[config.mk]
export PLATFORM = sky130hd
export DESIGN_NAME = alu_rotate_seq
export DESIGN_NICKNAME = d
export VERILOG_FILES = /design/src/rtl/alu_rotate_seq.sv
export SDC_FILE = /design/constraint.sdc
export NUM_CORES = 1
export LEC_CHECK = 0
export ABC_AREA = 1
export BUFFER_PORTS_ARGS = -buffer_cell sky130_fd_sc_hd__buf_2
export CORE_MARGIN = 5
export CORE_UTILIZATION = 50
export CTS_CLUSTER_DIAMETER = 30
export DETAILED_ROUTE_END_ITERATION = 8
export GPL_ROUTABILITY_DRIVEN = 0
export PLACE_DENSITY = 0.7
export SLEW_MARGIN = 20
export SYNTH_ARGS = -nofsm -noshare
export SYNTH_HDL_FRONTEND = slang
export SYNTH_SLANG_ARGS = --single-unit
[constraint.sdc]
create_clock -name clk -period 2.5 [get_ports clk]
set_input_delay 0.375 -clock clk [delete_from_list [all_inputs] [get_ports clk]]
set_output_delay 0.375 -clock clk [all_outputs]
set_load 0.02 [all_outputs]
[src/rtl/alu_rotate_seq.sv]
// alu_rotate_seq: multi-cycle rotate engine (ROL/ROR/RCL/RCR) with
// valid/ready handshakes on both sides and {V,C,N,Z} result flags.
//
// Ports:
//   clk, rst_n           clock, asynchronous active-low reset
//   in_valid/in_ready    request handshake (in_ready high only in IDLE)
//   in_a, in_amt, in_op  operand, rotate amount (0..WIDTH-1), operation
//                        00 ROL, 01 ROR, 10 RCL, 11 RCR
//   in_cin               carry-in for RCL/RCR; reported as C when amt==0
//   out_valid/out_ready  result handshake (out_valid high only in DONE)
//   out_result           rotated value, held until out_ready
//   out_flags            {V,C,N,Z}, held with out_result
//
// Build option: define ALU_ROT_FAST_EN to replace the iterative engine with
// a single-cycle barrel rotator (RUN is never entered, STEP is ignored).
//
// state | meaning
// IDLE  | ready for a request
// RUN   | rotating up to STEP positions per cycle, r_rem positions left
// DONE  | result and flags presented, waiting for out_ready
module alu_rotate_seq #(
    parameter  int WIDTH = 32,
    parameter  int STEP  = 4,
    localparam int AW    = $clog2(WIDTH)
) (
    input  logic             clk,
    input  logic             rst_n,
    input  logic             in_valid,
    output logic             in_ready,
    input  logic [WIDTH-1:0] in_a,
    input  logic [AW-1:0]    in_amt,
    input  logic [1:0]       in_op,
    input  logic             in_cin,
    output logic             out_valid,
    input  logic             out_ready,
    output logic [WIDTH-1:0] out_result,
    output logic [3:0]       out_flags
);

    typedef enum logic [1:0] {IDLE = 2'd0, RUN = 2'd1, DONE = 2'd2} state_t;

    state_t           r_state;
    state_t           w_state_nxt;
    logic [WIDTH-1:0] r_result;
    logic [3:0]       r_flags;

    // Rotate {c,data} by n positions; returns {carry, data}. ROL/ROR leave the
    // carry untouched, RCL/RCR rotate through it as a WIDTH+1-bit vector.
    function automatic logic [WIDTH:0] rot_n(input logic [1:0] op,
                                             input logic [WIDTH-1:0] data,
                                             input logic c, input int n);
        logic [2*WIDTH-1:0] w2;
        logic [2*WIDTH+1:0] w3;
        logic [WIDTH:0]     res;
        w2  = '0;
        w3  = '0;
        res = {c, data};
        case (op)
            2'b00: begin w2 = {data, data} << n; res = {c, w2[2*WIDTH-1:WIDTH]}; end
            2'b01: begin w2 = {data, data} >> n; res = {c, w2[WIDTH-1:0]}; end
            2'b10: begin w3 = {c, data, c, data} << n; res = w3[2*WIDTH+1:WIDTH+1]; end
            default: begin w3 = {c, data, c, data} >> n; res = w3[WIDTH:0]; end
        endcase
        return res;
    endfunction

    function automatic logic [3:0] calc_flags(input logic [1:0] op,
                                              input logic [WIDTH-1:0] res,
                                              input logic carry, input logic is1,
                                              input logic is0, input logic cin);
        logic c;
        logic v;
        if (is0)        c = cin;
        else if (op[1]) c = carry;
        else if (op[0]) c = res[WIDTH-1];
        else            c = res[0];
        // V only has meaning for single-position rotates.
        if (!is1)       v = 1'b0;
        else if (op[0]) v = res[WIDTH-1] ^ res[WIDTH-2];
        else            v = res[WIDTH-1] ^ c;
        return {v, c, res[WIDTH-1], (res == '0)};
    endfunction

`ifdef ALU_ROT_FAST_EN
    logic [WIDTH:0] w_fast;

    // Log-depth barrel: stage s rotates by 2^s when amount bit s is set.
    always_comb begin
        w_fast = {in_cin, in_a};
        for (int s = 0; s < AW; s++) begin
            if (in_amt[s]) w_fast = rot_n(in_op, w_fast[WIDTH-1:0], w_fast[WIDTH], 1 << s);
        end
    end
`else
    logic [WIDTH-1:0] r_data;
    logic             r_c;
    logic [AW-1:0]    r_rem;
    logic [1:0]       r_op;
    logic             r_amt1;
    logic [WIDTH:0]   w_step;
    logic             w_last;

    // Up to STEP single-position rotates, only as many as remain.
    always_comb begin
        w_step = {r_c, r_data};
        for (int i = 0; i < STEP; i++) begin
            if (i < int'(r_rem)) w_step = rot_n(r_op, w_step[WIDTH-1:0], w_step[WIDTH], 1);
        end
    end

    // The final RUN cycle writes the result and enters DONE on the same edge.
    assign w_last = (int'(r_rem) <= STEP);
`endif

    always_ff @(posedge clk or negedge rst_n) begin
        if (!rst_n) r_state <= IDLE;
        else        r_state <= w_state_nxt;
    end

    always_comb begin
        w_state_nxt = r_state;
        in_ready    = 1'b0;
        out_valid   = 1'b0;
        case (r_state)
            IDLE: begin
                in_ready = 1'b1;
`ifdef ALU_ROT_FAST_EN
                if (in_valid) w_state_nxt = DONE;
`else
                if (in_valid) w_state_nxt = (in_amt == '0) ? DONE : RUN;
`endif
            end
            RUN: begin
`ifdef ALU_ROT_FAST_EN
                w_state_nxt = IDLE;
`else
                if (w_last) w_state_nxt = DONE;
`endif
            end
            DONE: begin
                out_valid = 1'b1;
                if (out_ready) w_state_nxt = IDLE;
            end
            default: w_state_nxt = IDLE;
        endcase
    end

    always_ff @(posedge clk or negedge rst_n) begin
        if (!rst_n) begin
            r_result <= '0;
            r_flags  <= '0;
`ifndef ALU_ROT_FAST_EN
            r_data   <= '0;
            r_c      <= 1'b0;
            r_rem    <= '0;
            r_op     <= 2'b00;
            r_amt1   <= 1'b0;
`endif
        end else begin
            case (r_state)
                IDLE: begin
                    if (in_valid) begin
`ifdef ALU_ROT_FAST_EN
                        r_result <= w_fast[WIDTH-1:0];
                        r_flags  <= calc_flags(in_op, w_fast[WIDTH-1:0], w_fast[WIDTH],
                                               (in_amt == AW'(1)), (in_amt == '0), in_cin);
`else
                        r_data <= in_a;
                        r_c    <= in_cin;
                        r_rem  <= in_amt;
                        r_op   <= in_op;
                        r_amt1 <= (in_amt == AW'(1));
                        if (in_amt == '0) begin
                            r_result <= in_a;
                            r_flags  <= calc_flags(in_op, in_a, in_cin, 1'b0, 1'b1, in_cin);
                        end
`endif
                    end
                end
`ifndef ALU_ROT_FAST_EN
                RUN: begin
                    r_data <= w_step[WIDTH-1:0];
                    r_c    <= w_step[WIDTH];
                    if (w_last) begin
                        r_rem    <= '0;
                        r_result <= w_step[WIDTH-1:0];
                        r_flags  <= calc_flags(r_op, w_step[WIDTH-1:0], w_step[WIDTH],
                                               r_amt1, 1'b0, r_c);
                    end else begin
                        r_rem <= r_rem - AW'(STEP);
                    end
                end
`endif
                default: ;
            endcase
        end
    end

    assign out_result = r_result;
    assign out_flags  = r_flags;

endmodule

# Word-level counts from Yosys, hierarchy flattened
# Index checks and enable logic that the tools add are counted.
[word_totals]
register_bits = 79
elab_cells = 71
in_bits = 44
[classes]
magnitude_cmp = 5
reduce_logical = 10
add_sub_neg = 1
eq_ne = 9
n_mux = 36
bitwise_logic = 2
[ops]
columns = ["op", "count"]
rows = [
  ["one-hot mux 33 bit (3 select lines)", 4],
  ["two-way mux 33 bit", 4],
  ["two-way mux 32 bit", 4],
  ["one-hot mux 32 bit (2 select lines)", 2],
  ["logical NOT 32 bit", 2],
  ["two-way mux 4 bit", 3],
  ["< comparator 1 x 5 -> 1 bit (first input constant)", 2],
  ["< comparator 2 x 5 -> 1 bit (first input constant)", 2],
  ["two-way mux 5 bit", 2],
  ["one-hot mux 5 bit (2 select lines)", 1],
  ["two-way mux 1 bit", 9],
  ["two-way mux 2 bit", 4],
  ["inequality test 2 bit (second input constant)", 4],
  ["one-hot mux 4 bit (2 select lines)", 1],
  ["one-hot mux 2 bit (3 select lines)", 1],
  ["== test 5 x 1 -> 1 bit (second input constant)", 1],
  ["<= comparator 5 x 3 -> 1 bit (second input constant)", 1],
  ["logical NOT 5 bit", 1],
  ["subtractor 5 x 3 -> 5 bit (second input constant)", 1],
  ["== test 2 x 1 -> 1 bit (second input constant)", 2],
  ["== test 2 bit (second input constant)", 2],
  ["logical NOT 2 bit", 2],
  ["AND reduction 2 bit", 2],
  ["AND reduction 4 bit", 1],
  ["4 further kinds", 5],
]

# Logic depth before layout (Yosys ltp)
# Gate-level depths: netlist (run 1).
[logic_depth]
ltp_word = 18
ltp_mapped = 23
ltp_nobuf = 22

# Least setup slack after synthesis (run 1)
# OpenSTA, ideal clock, no wires.
[synth_timing]
kind = "register to register"
start = "register r_rem[2]"
end = "register r_flags[3], in the netlist out_flags[3]"
setup_time_ns = 0.117
required_time_ns = 2.383
path_buffers = 1
path_slack_ns = 0.304
arrival_time_ns = 2.079
stages_incl_launch_ff = 20
cell_sequence = "dfrtp_1 -> nor2_8 -> nand3_4 -> buf_6 -> nand2_2 -> nand3_1 -> nand3_1 -> nand2_1 -> a21oi_1 -> nand3_1 -> nand2_1 -> nand2_1 -> nand2_1 -> nand2_1 -> nand2_1 -> nand2_1 -> nand3_1 -> nand3_1 -> nand3_1 -> nand2_1"
[synth_between]
elab_chain_len = 17
[synth_lines]
columns = ["element", "line", "rtl"]
rows = [
  ["start, declared", "97", "logic [AW-1:0] r_rem;"],
  ["start signal, assigned", "170", "r_rem <= in_amt;"],
  ["start signal, assigned", "190", "r_rem <= r_rem - AW'(STEP);"],
  ["< comparator 1 x 5 -> 1 bit", "107", "if (i < int'(r_rem)) w_step = rot_n(r_op, w_step[WIDTH-1:0], w_step[WIDTH], 1);"],
  ["two-way mux 33 bit", "107", ""],
  ["one-hot mux 33 bit (3 select lines)", "58", "case (op)"],
  ["two-way mux 33 bit", "107", ""],
  ["one-hot mux 33 bit (3 select lines)", "58", ""],
  ["two-way mux 33 bit", "107", ""],
  ["one-hot mux 33 bit (3 select lines)", "58", ""],
  ["two-way mux 33 bit", "107", ""],
  ["two-way mux 1 bit", "75", "else if (op[0]) c = res[WIDTH-1];"],
  ["two-way mux 1 bit", "74", "else if (op[1]) c = carry;"],
  ["two-way mux 1 bit", "184", "if (w_last) begin"],
  ["two-way mux 1 bit", "160", "case (r_state)"],
  ["XOR 1 bit", "80", "else v = res[WIDTH-1] ^ c;"],
  ["two-way mux 1 bit", "79", "else if (op[0]) v = res[WIDTH-1] ^ res[WIDTH-2];"],
  ["two-way mux 1 bit", "78", "if (!is1) v = 1'b0;"],
  ["two-way mux 4 bit", "184", ""],
  ["one-hot mux 4 bit (2 select lines)", "160", ""],
  ["end signal, assigned", "175", "r_flags <= calc_flags(in_op, in_a, in_cin, 1'b0, 1'b1, in_cin);"],
  ["end signal, assigned", "187", "r_flags <= calc_flags(r_op, w_step[WIDTH-1:0], w_step[WIDTH],"],
  ["end, declared", "45", "logic [3:0] r_flags;"],
]
# Several ways; a longest one is shown, not always the timed one. The select of a mux whose other input is x is not followed.
# A chain may end at the register's enable or synchronous reset.

# Final worst setup path (run 1)
[layout_timing]
start = "register r_op[0]"
end = "register r_flags[0], in the netlist out_flags[0]"
[layout_between]
elab_chain_len = 12
[layout_lines]
columns = ["element", "line", "rtl"]
rows = [
  ["start, declared", "98", "logic [1:0] r_op;"],
  ["start signal, assigned", "171", "r_op <= in_op;"],
  ["== test 2 bit, or another cell as far along", "-", ""],
  ["one-hot mux 33 bit (3 select lines)", "58", ""],
  ["two-way mux 33 bit", "107", ""],
  ["one-hot mux 33 bit (3 select lines)", "58", ""],
  ["two-way mux 33 bit", "107", ""],
  ["one-hot mux 33 bit (3 select lines)", "58", ""],
  ["two-way mux 33 bit", "107", ""],
  ["one-hot mux 33 bit (3 select lines)", "58", ""],
  ["two-way mux 33 bit (*)", "107", ""],
  ["logical NOT 32 bit (*)", "81", "return {v, c, res[WIDTH-1], (res == '0)};"],
  ["two-way mux 4 bit (*)", "184", ""],
  ["one-hot mux 4 bit (2 select lines) (*)", "160", ""],
]
# Every way passes the cells marked *; elsewhere a longest branch is shown, timed or not. The select of a mux whose other input is x is not followed.

==> impl_metrics.tcl, run 1 <==
set metrics [dict create \
    htreeDepth 3 \
    outcome "finished with violations" \
    syn_to_final_growth_pct 42.0 \
    grt_pass1_wl_um 44400 \
    synth.avg_cell_area_um2 5.86 \
    finalSetupViolCount 39 \
    instances_no_fill 1623 \
    cp_data_arrival_time_ns 2.97 \
    path_class "reg -> reg" \
    path_clk_slew_ns 0.06 \
    ys_async_sr_fraction 1.00 \
    finalCritPeriodShare 1.08 \
    ys_seq_area_frac 0.263 \
    grt_pass1_vias 8599 \
    timing.hold.ws_ns 0.0267 \
    max_slew_margin 0.613 \
    antenna_found_initial 1 \
    rr_worst_depth 17 \
    dp.cells 1560 \
    post_drt_wl_per_cell_um 18.5 \
    cp.required_ns 2.76 \
    cp-end-kind "flip-flop" \
    route.detailed.drc 0 \
    clock-root-buffer "clkbuf_16" \
    synth-edff-count 0 \
    cts_tree "built" \
    synthFlopType "dfrtp_1" \
    hold_viol_final 0 \
    clkLatencyLatePin_ns 0.34 \
    hpwl_um 20000 \
    synth_largest_area_cell "dfrtp_1" \
    rows 44 \
    drt-vias-per-instance 6.17 \
    fin_nets 1479 \
    slew_viol_final 0 \
    setup_slack_ns -0.209 \
    postRouteAntennaNets 0 \
    rsz0062_at_grt "true" \
    grt_max_degree 61 \
    synth.distinct_cells 39 \
    die_h_um 132 \
    fin_skew_ns 0.00678 \
    die_area_um2 17400 \
    track_usage 0.307 \
    cts_max_path_buffers 2 \
    dr.pass1.iters 8 \
    synth-warning-count 0 \
    setup_tns_ns -2.59 \
    drive_gt1_frac 0.376 \
    synth_top_area_frac 0.263 \
    drv_cap 0 \
    clkSinkCount 78 \
    start_kind "flip-flop" \
    vias 10000 \
    wirelength_um 30100 \
    r2r_start "r_op[0]" \
    grt_overflow 0 \
    timing.critical_path.fanout_max 8 \
    timing.rr.end "out_flags[0]" \
    dr.first_iter.drc_count 1327 \
    core-area_um2 14500 \
    ios 82 \
    hold_path_class "in -> async" \
    place.port_buffers 81 \
    r2r_setup_slack_ns -0.21 \
    min_period_ns 2.71 \
    syn-instance-count 1267 \
    synth_nets 1313 \
    start_util 0.511 \
    netlist_area_um2 7430 \
    postCtsHoldBufs 0 \
    ys_ff_latch 78 \
    die_w_um 132 \
    synth.area.top_cells "dfrtp_1 26%, nand3_1 26%, nand2_1 22%, o21ai_0 6.2%, inv_1 3.3%" \
    cts_buffers 9 \
    tightest_slew_ns 0.575 \
    violations "negative setup slack" \
    fmax_ghz 0.369 \
]
-- Yosys cell counts, types with 2 or more instances --
| cell type | n |
|---|---|
| dfrtp_1 | 78 |
| nor2_4 | 2 |
| buf_1 | 13 |
| a21o_1 | 2 |
| nor3_1 | 2 |
| nor4_1 | 8 |
| ha_1 | 2 |
| nand3_1 | 379 |
| clkbuf_1 | 28 |
| nand2_2 | 3 |
| nor2_1 | 25 |
| o31ai_1 | 2 |
| buf_2 | 32 |
| clkinv_1 | 2 |
| buf_4 | 6 |
| or2_2 | 20 |
| nand2_1 | 439 |
| buf_6 | 5 |
| o21ai_1 | 5 |
| o211ai_1 | 5 |
| o21ai_2 | 2 |
| inv_1 | 65 |
| a21oi_1 | 7 |
| o21ai_0 | 92 |
| nand4_1 | 23 |
| inv_2 | 4 |
| nor2_2 | 2 |
| o22ai_1 | 3 |
-- per-layer routing --
| layer | wire length [um] | share of wire | GRT usage |
|---|---|---|---|
| met5 | 0 | 0 | 0 |
| met4 | 997 | 0.033 | 0.0754 |
| met3 | 3740 | 0.12 | 0.0706 |
| met2 | 13000 | 0.43 | 0.445 |
| met1 | 12300 | 0.41 | 0.461 |
-- sequential cells by signal (all words and copies together), names as in the netlist --
| signal | cells |
|---|---|
| out_result | 31 |
| r_op | 2 |
| r_data | 32 |
| r_c | 1 |
| out_flags | 4 |
| r_state | 2 |
| r_rem | 5 |
| r_amt1 | 1 |
-- cells by family (layout without fill, tap and decap cells) --
family          Yosys count  count (layout)  synth area share
simple gates            908             909             0.550
buf+inv                 155             325            0.0918
compound gates          123             123            0.0905
flops                    78              78             0.263
fa+ha+maj                 2               2           0.00337
xor+xnor                  1               1           0.00118
other cells               0               1                 0
-- worst max path at each step --
stage / from / end / slack, ns / depth (start not counted)
6_report: r_op[0] / out_flags[0] / -0.21 / 17
5_1_grt: r_rem[4] / out_flags[2] / -0.35 / 22
4_1_cts: r_rem[1] / out_flags[0] / -0.05 / 20
3_5_place_dp: r_rem[2] / out_flags[0] / -0.21 / 17
3_3_place_gp: r_op[0] / out_flags[0] / -0.22 / 17
2_1_floorplan: r_rem[2] / out_flags[3] / 0.30 / 19
-- cell usage in the layout, fill, tap and decap left out, types with 2 or more instances in the layout --
cell and count:
nor2_1 15, nand3_2 120, o21ai_1 41, nand4_1 23
a21oi_1 2, a21o_1 2, inv_2 8, nand2_4 10
a21oi_4 2, buf_2 81, nand3_4 7, o21ai_0 45
buf_6 19, ha_1 2, clkbuf_16 11, o21ai_4 2
nor4_1 8, o22ai_1 3, o31ai_1 2, buf_12 8
bufbuf_16 3, nor3_1 2, a21oi_2 5, or2_2 20
o211ai_1 5, o21ai_2 11, dfrtp_1 76, nand2_2 83
nor2_4 5, nor2_2 9, buf_4 124, inv_1 62
nand3_1 255, nand2_1 350, bufinv_16 3
-- what timing repair did --
item,4_1_cts,5_1_grt
resized for setup,129,211
pin swaps,56,81
setup endpoints to repair,20,68
cloned,4,3
buffers inserted,29,11
-- worst max-delay path, stage by stage (launching register included) --
cell and delay (ns):
dfrtp_4 0.57, buf_6 0.17, buf_6 0.13, o21ai_2 0.15, nand2_2 0.10, nand2_2 0.09
inv_1 0.06, o211ai_1 0.25, nand3_1 0.20, nand3_1 0.13, nand2_1 0.07, o21ai_2 0.15
nand2_1 0.08, nor2_2 0.12, nand2_1 0.07, nor2_1 0.09, nand3_1 0.09, a21oi_2 0.13
-- through the flow --
step           worst slack [ns]  instance area, um^2   util
4_1_cts                 -0.0543                 9680  0.666
2_1_floorplan             0.304                 7430      -
5_1_grt                  -0.353                10500  0.725
3_5_place_dp             -0.214                 8590  0.591
6_report                 -0.209                10500  0.725
3_3_place_gp             -0.222                 8590  0.591
-- final cells by class --
type                    instances  area (um^2)
repair buffers                238         1870
diodes                          1         2.50
clock inverters                 5          106
inverters                      71          269
flip-flops and latches         78         1960
well taps                     184          230
fillers                      1175         3990
multi-input cells            1035         5860
clock buffers                  11          243
Power of run 1 is left out: the tool's default activity adds up to more than one toggle a clock period on the data nets, which glitch-free logic cannot reach.
==> inputs of run 2 (changes only) <==
--- a/config.mk
+++ b/config.mk
@@ -7,7 +7,6 @@
 export LEC_CHECK = 0
 export ABC_AREA = 1
 export BUFFER_PORTS_ARGS = -buffer_cell sky130_fd_sc_hd__buf_2
-export CORE_MARGIN = 5
 export CORE_UTILIZATION = 50
 export CTS_CLUSTER_DIAMETER = 30
 export DETAILED_ROUTE_END_ITERATION = 8
==> impl_metrics.tcl, run 2 (same netlist as run 1, synthesis figures left out) <==
set metrics [dict create \
    timing.critical_path.fanout_max 6 \
    antenna_found_initial 0 \
    cts_tree "built" \
    n_antenna_cell 0 \
    largest_reg_flops 32 \
    hold_viol_final 0 \
    min_period_ns 2.73 \
    ios 82 \
    htreeDepth 3 \
    drv_cap 0 \
    place.port_buffers 81 \
    die_area_um2 15300 \
    clock-root-buffer "clkbuf_16" \
    regArea_um2 1960 \
    dr.first_iter.drc_count 1490 \
    setup_slack_ns -0.228 \
    setup_tns_ns -3.39 \
    fmax_ghz 0.367 \
    finalCritPeriodShare 1.09 \
    grt_pass1_wl_um 45900 \
    violations "negative setup slack" \
    route.detailed.drc 0 \
    post_drt_wl_per_cell_um 19.4 \
    multiInputGateArea_um2 5720 \
    drt-vias-per-instance 6.31 \
    path_class "reg -> reg" \
    cp_top_family "simple AND/OR/NAND/NOR gates" \
    cp_data_arrival_time_ns 2.99 \
    wirelength_um 31400 \
    postRouteAntennaNets 0 \
    grt_pass1_vias 8823 \
    cp_cell_sequence "nor2_4 > buf_12 > nand2_4 > nor2_4 > buf_12 > buf_4 > nand2_4 > nand3_2 > nand3_2 > nand2_2 > nand2_2 > nand3_2 > nand2_2 > nand2_2 > nand3_2 > nand2_2 > nand2_1 > nor2_1 > nand2_1 > nor2_1 > nand3_2 > a21oi_2" \
    slowest_delay_ns 0.42 \
    track_usage 0.388 \
    cts_max_path_buffers 2 \
    cp-end-kind "flip-flop" \
    drive_gt1_frac 0.349 \
    grt_max_degree 52 \
    final_area_um2 10500 \
    final_cell_mix "363 x nand2_1, 276 x nand3_1, 117 x buf_4" \
    layout_commonest_cell "nand2_1" \
    cts_buffers 9 \
    worst-path-buf-inv 3 \
    cp.required_ns 2.76 \
    path_clk_slew_ns 0.06 \
    vias 10200 \
    fin_skew_ns 0.00591 \
    syn_to_final_growth_pct 41.0 \
    regMostFlops "r_data" \
    max_slew_margin 0.620 \
    dp.cells 1562 \
    instances_no_fill 1617 \
    dr.pass1.iters 8 \
    hold_path_class "in -> async" \
    fillers 1169 \
    outcome "finished with violations" \
    grt_overflow 0 \
    start_kind "flip-flop" \
    clkLatencyLatePin_ns 0.33 \
    start_util 0.511 \
    dpl_cell_area_um2 8630 \
    fin_nets 1474 \
    tightest_slew_ns 0.570 \
    finalSetupViolCount 37 \
    rows 44 \
    core-area_um2 14500 \
    cpMaxStageDelayCell "dfrtp_1" \
    hpwl_um 20400 \
    postCtsHoldBufs 0 \
    clkSinkCount 78 \
    die_w_um 124 \
    slew_viol_final 0 \
    die_h_um 124 \
    rsz0062_at_grt "true" \
]
-- run 2: changes by cell type in the layout (fill, tap and decap cells not counted), moves of 3 or more --
| cell | delta |
|---|---|
| buf_12 | +10 |
| buf_4 | -7 |
| buf_6 | -8 |
| inv_2 | -3 |
| nand2_1 | +13 |
| nand2_2 | -15 |
| nand3_1 | +21 |
| nand3_2 | -21 |
| nor2_2 | -3 |
-- run 2: timing repair --
action / 4_1_cts / 5_1_grt
cloned: 4 / 3
endpoints found under the setup margin: 18 / 56
resized for setup: 119 / 184
pin swaps: 48 / 56
setup buffers: 22 / 10
-- run 2: worst paths after layout --
path | cells past startpoint | from | slack (ns) | end
worst max-delay path | 22 | r_rem[4] | -0.23 | out_flags[0]
worst min-delay path | 1 | rst_n | 0.03 | r_data[18]
worst max register to register | 22 | r_rem[4] | -0.23 | out_flags[0]
worst min register to register | 2 | out_result[14] | 0.48 | out_result[14]
max in group asynchronous | 2 | rst_n | 1.76 | r_data[21]
min in group clk | 2 | out_ready | 0.23 | r_state[1]
-- run 2: layer usage --
layer / track usage / vias up / share of wire
li1: - / 4606 / -
met1: 0.558 / 4580 / 0.40
met2: 0.560 / 828 / 0.41
met3: 0.0888 / 193 / 0.14
met4: 0.146 / 0 / 0.053
met5: 0 / - / 0
-- run 2: cell type report --
class / count / share of cell area
Clock buffer: 11 / 0.0241
Clock inverter: 5 / 0.00550
Inverter: 71 / 0.0264
Multi-Input combinational cell: 1034 / 0.547
Sequential cell: 78 / 0.187
Tap cell: 184 / 0.0220
Timing Repair Buffer: 234 / 0.188
-- run 2: worst register-to-register path: cells and delay by family, from the launching register on --
kind | cells | cell delay, ns
AO/OA/AOI/OAI | 1 | 0.12
buffers and inverters | 3 | 0.43
flip-flops | 1 | 0.42
AND/OR/NAND/NOR | 18 | 1.71
-- run 2: stage by stage --
| stage | hold slack [ns] | worst slack, ns | util |
|---|---|---|---|
| 2_1_floorplan | 0.0794 | 0.304 | - |
| 3_3_place_gp | 0.391 | -0.220 | 0.594 |
| 3_5_place_dp | 0.394 | -0.256 | 0.594 |
| 4_1_cts | 0.0397 | -0.0359 | 0.665 |
| 5_1_grt | 0.0665 | -0.322 | 0.720 |
| 6_report | 0.0251 | -0.228 | 0.720 |
Power of run 2 is left out for the same reason.
==> inputs of run 3 (changes only) <==
--- a/config.mk
+++ b/config.mk
@@ -7,11 +7,12 @@
 export LEC_CHECK = 0
 export ABC_AREA = 1
 export BUFFER_PORTS_ARGS = -buffer_cell sky130_fd_sc_hd__buf_2
-export CORE_UTILIZATION = 50
+export CORE_UTILIZATION = 61
 export CTS_CLUSTER_DIAMETER = 30
 export DETAILED_ROUTE_END_ITERATION = 8
 export GPL_ROUTABILITY_DRIVEN = 0
-export PLACE_DENSITY = 0.7
+export PLACE_DENSITY = 0.83
+export REMOVE_ABC_BUFFERS = 1
 export SLEW_MARGIN = 20
 export SYNTH_ARGS = -nofsm -noshare
 export SYNTH_HDL_FRONTEND = slang
==> impl_metrics.tcl, run 3 (same netlist as run 1, synthesis figures left out) <==
set metrics [dict create \
    post_drt_wl_per_cell_um 17.0 \
    dp.cells 1480 \
    timing.critical_path.fanout_max 14 \
    globalRouteMet3Util 0.0956 \
    min_period_ns 2.73 \
    layout_commonest_cell "nand2_1" \
    finalSetupViolCount 8 \
    syn_to_final_growth_pct 24.6 \
    grt_pass1_wl_um 39600 \
    place.port_buffers 81 \
    dr.pass1.iters 9 \
    htreeDepth 3 \
    setup_slack_ns -0.232 \
    fmax_ghz 0.366 \
    core-area_um2 11700 \
    slew_viol_final 0 \
    cts_max_path_buffers 2 \
    multiInputGateArea_um2 5090 \
    cp.required_ns 2.79 \
    die_w_um 112 \
    die_h_um 112 \
    instances_no_fill 1523 \
    clkLatencyLatePin_ns 0.37 \
    postRouteAntennaNets 0 \
    die_area_um2 12600 \
    postLayoutCoreUtil 0.793 \
    tightest_slew_ns 0.562 \
    final_cell_mix "418 x nand2_1, 341 x nand3_1, 80 x buf_2" \
    hold_viol_final 0 \
    antenna_found_initial 0 \
    path_clk_slew_ns 0.07 \
    largest_reg_flops 32 \
    rsz0062_at_grt "true" \
    vias 9612 \
    clkSinkCount 78 \
    drive_gt1_frac 0.225 \
    route.detailed.drc 13 \
    max_slew_margin 0.622 \
    cts_buffers 9 \
    track_usage 0.390 \
    drv_cap 0 \
    use_met2 0.615 \
    outcome "finished with violations" \
    fin_skew_ns 0.00831 \
    dr.first_iter.drc_count 1280 \
    cts_tree "built" \
    regArea_um2 1960 \
    cp_data_arrival_time_ns 3.02 \
    clock-root-buffer "clkbuf_16" \
    start_util 0.637 \
    timing.hold.ws_ns 0.187 \
    fillers 866 \
    ios 82 \
    fin_nets 1421 \
    hold_path_class "in -> reg" \
    grt-busiest-layer "met2" \
    start_kind "flip-flop" \
    finalCritPeriodShare 1.09 \
    violations "design-rule violations, negative setup slack" \
    rows 39 \
    regMostFlops "r_data" \
    grt_max_degree 53 \
    hpwl_um 16700 \
    path_class "reg -> reg" \
    drt-vias-per-instance 6.31 \
    grt_overflow 0 \
    grtUsageMet1 0.510 \
    grt_pass1_vias 8362 \
    n_antenna_cell 0 \
    cp-end-kind "flip-flop" \
    wirelength_um 25900 \
]
## run 3: cell types whose count changed in the layout (fill, tap and decap cells not counted), moves of 6 or more
cell,delta
buf_4,-43
o21ai_0,+12
buf_6,-6
nand3_2,-61
nand2_4,-11
nand3_1,+65
nand2_2,-44
nand2_1,+55
o21ai_1,-6
## run 3: through the flow
stage / worst slack (ns) / setup TNS [ns] / cell area (um^2)
2_1_floorplan: -5.03 / -332.86 / 7010
3_3_place_gp: -0.0799 / -0.0879 / 8290
3_5_place_dp: -0.169 / -0.559 / 8290
4_1_cts: -0.000499 / -0.000499 / 8710
5_1_grt: -0.379 / -3.00 / 9250
6_report: -0.232 / -0.681 / 9250
## run 3: layout make-up
type,count,area share
timing repair buffer,181,0.159
multi-input combinational,1034,0.551
sequential,78,0.211
clock inverter,6,0.00419
tap,143,0.0193
clock buffer,10,0.0247
inverter,71,0.0306
## run 3: what timing repair did
action                                  CTS  global route
pin swaps                                 3            23
gates cloned                              2             4
hold buffers                              1             0
gates resized for setup                  14           114
endpoints found under the setup margin    6            60
buffers inserted                          4            16
hold endpoints to repair                 22             0
## run 3: path summary, 6_finish.rpt
kind                                       end  slack, ns           start  depth (start not counted)
worst max register to register    out_flags[0]      -0.23        r_rem[4]                         19
max in group asynchronous             r_rem[2]       1.38           rst_n                          3
worst min-delay path                r_state[1]       0.19       out_ready                          2
min in group asynchronous       out_result[28]       0.46           rst_n                          2
worst max-delay path              out_flags[0]      -0.23        r_rem[4]                         19
worst min register to register  out_result[20]       0.47  out_result[20]                          2
## run 3: worst max-delay path, stage by stage, from the launching register on
cell	delay, ns
dfrtp_1	0.42
nor2_4	0.14
buf_12	0.14
nand3_4	0.11
clkbuf_16	0.22
nand2_1	0.12
nand2_1	0.09
nand2_1	0.07
nand3_1	0.11
nand3_1	0.12
nand3_2	0.12
nand2_2	0.10
nand3_1	0.15
nand2_2	0.12
nand2_1	0.05
nor2_1	0.10
nand2_1	0.07
nor2_1	0.11
nand3_1	0.11
a21oi_1	0.18
## run 3: per-layer routing
metal / up-vias / part of all wire
met5: - / 0
met4: 0 / 0.052
met3: 140 / 0.13
met2: 686 / 0.44
met1: 4295 / 0.38
li1: 4491 / -
Power of run 3 is left out for the same reason.
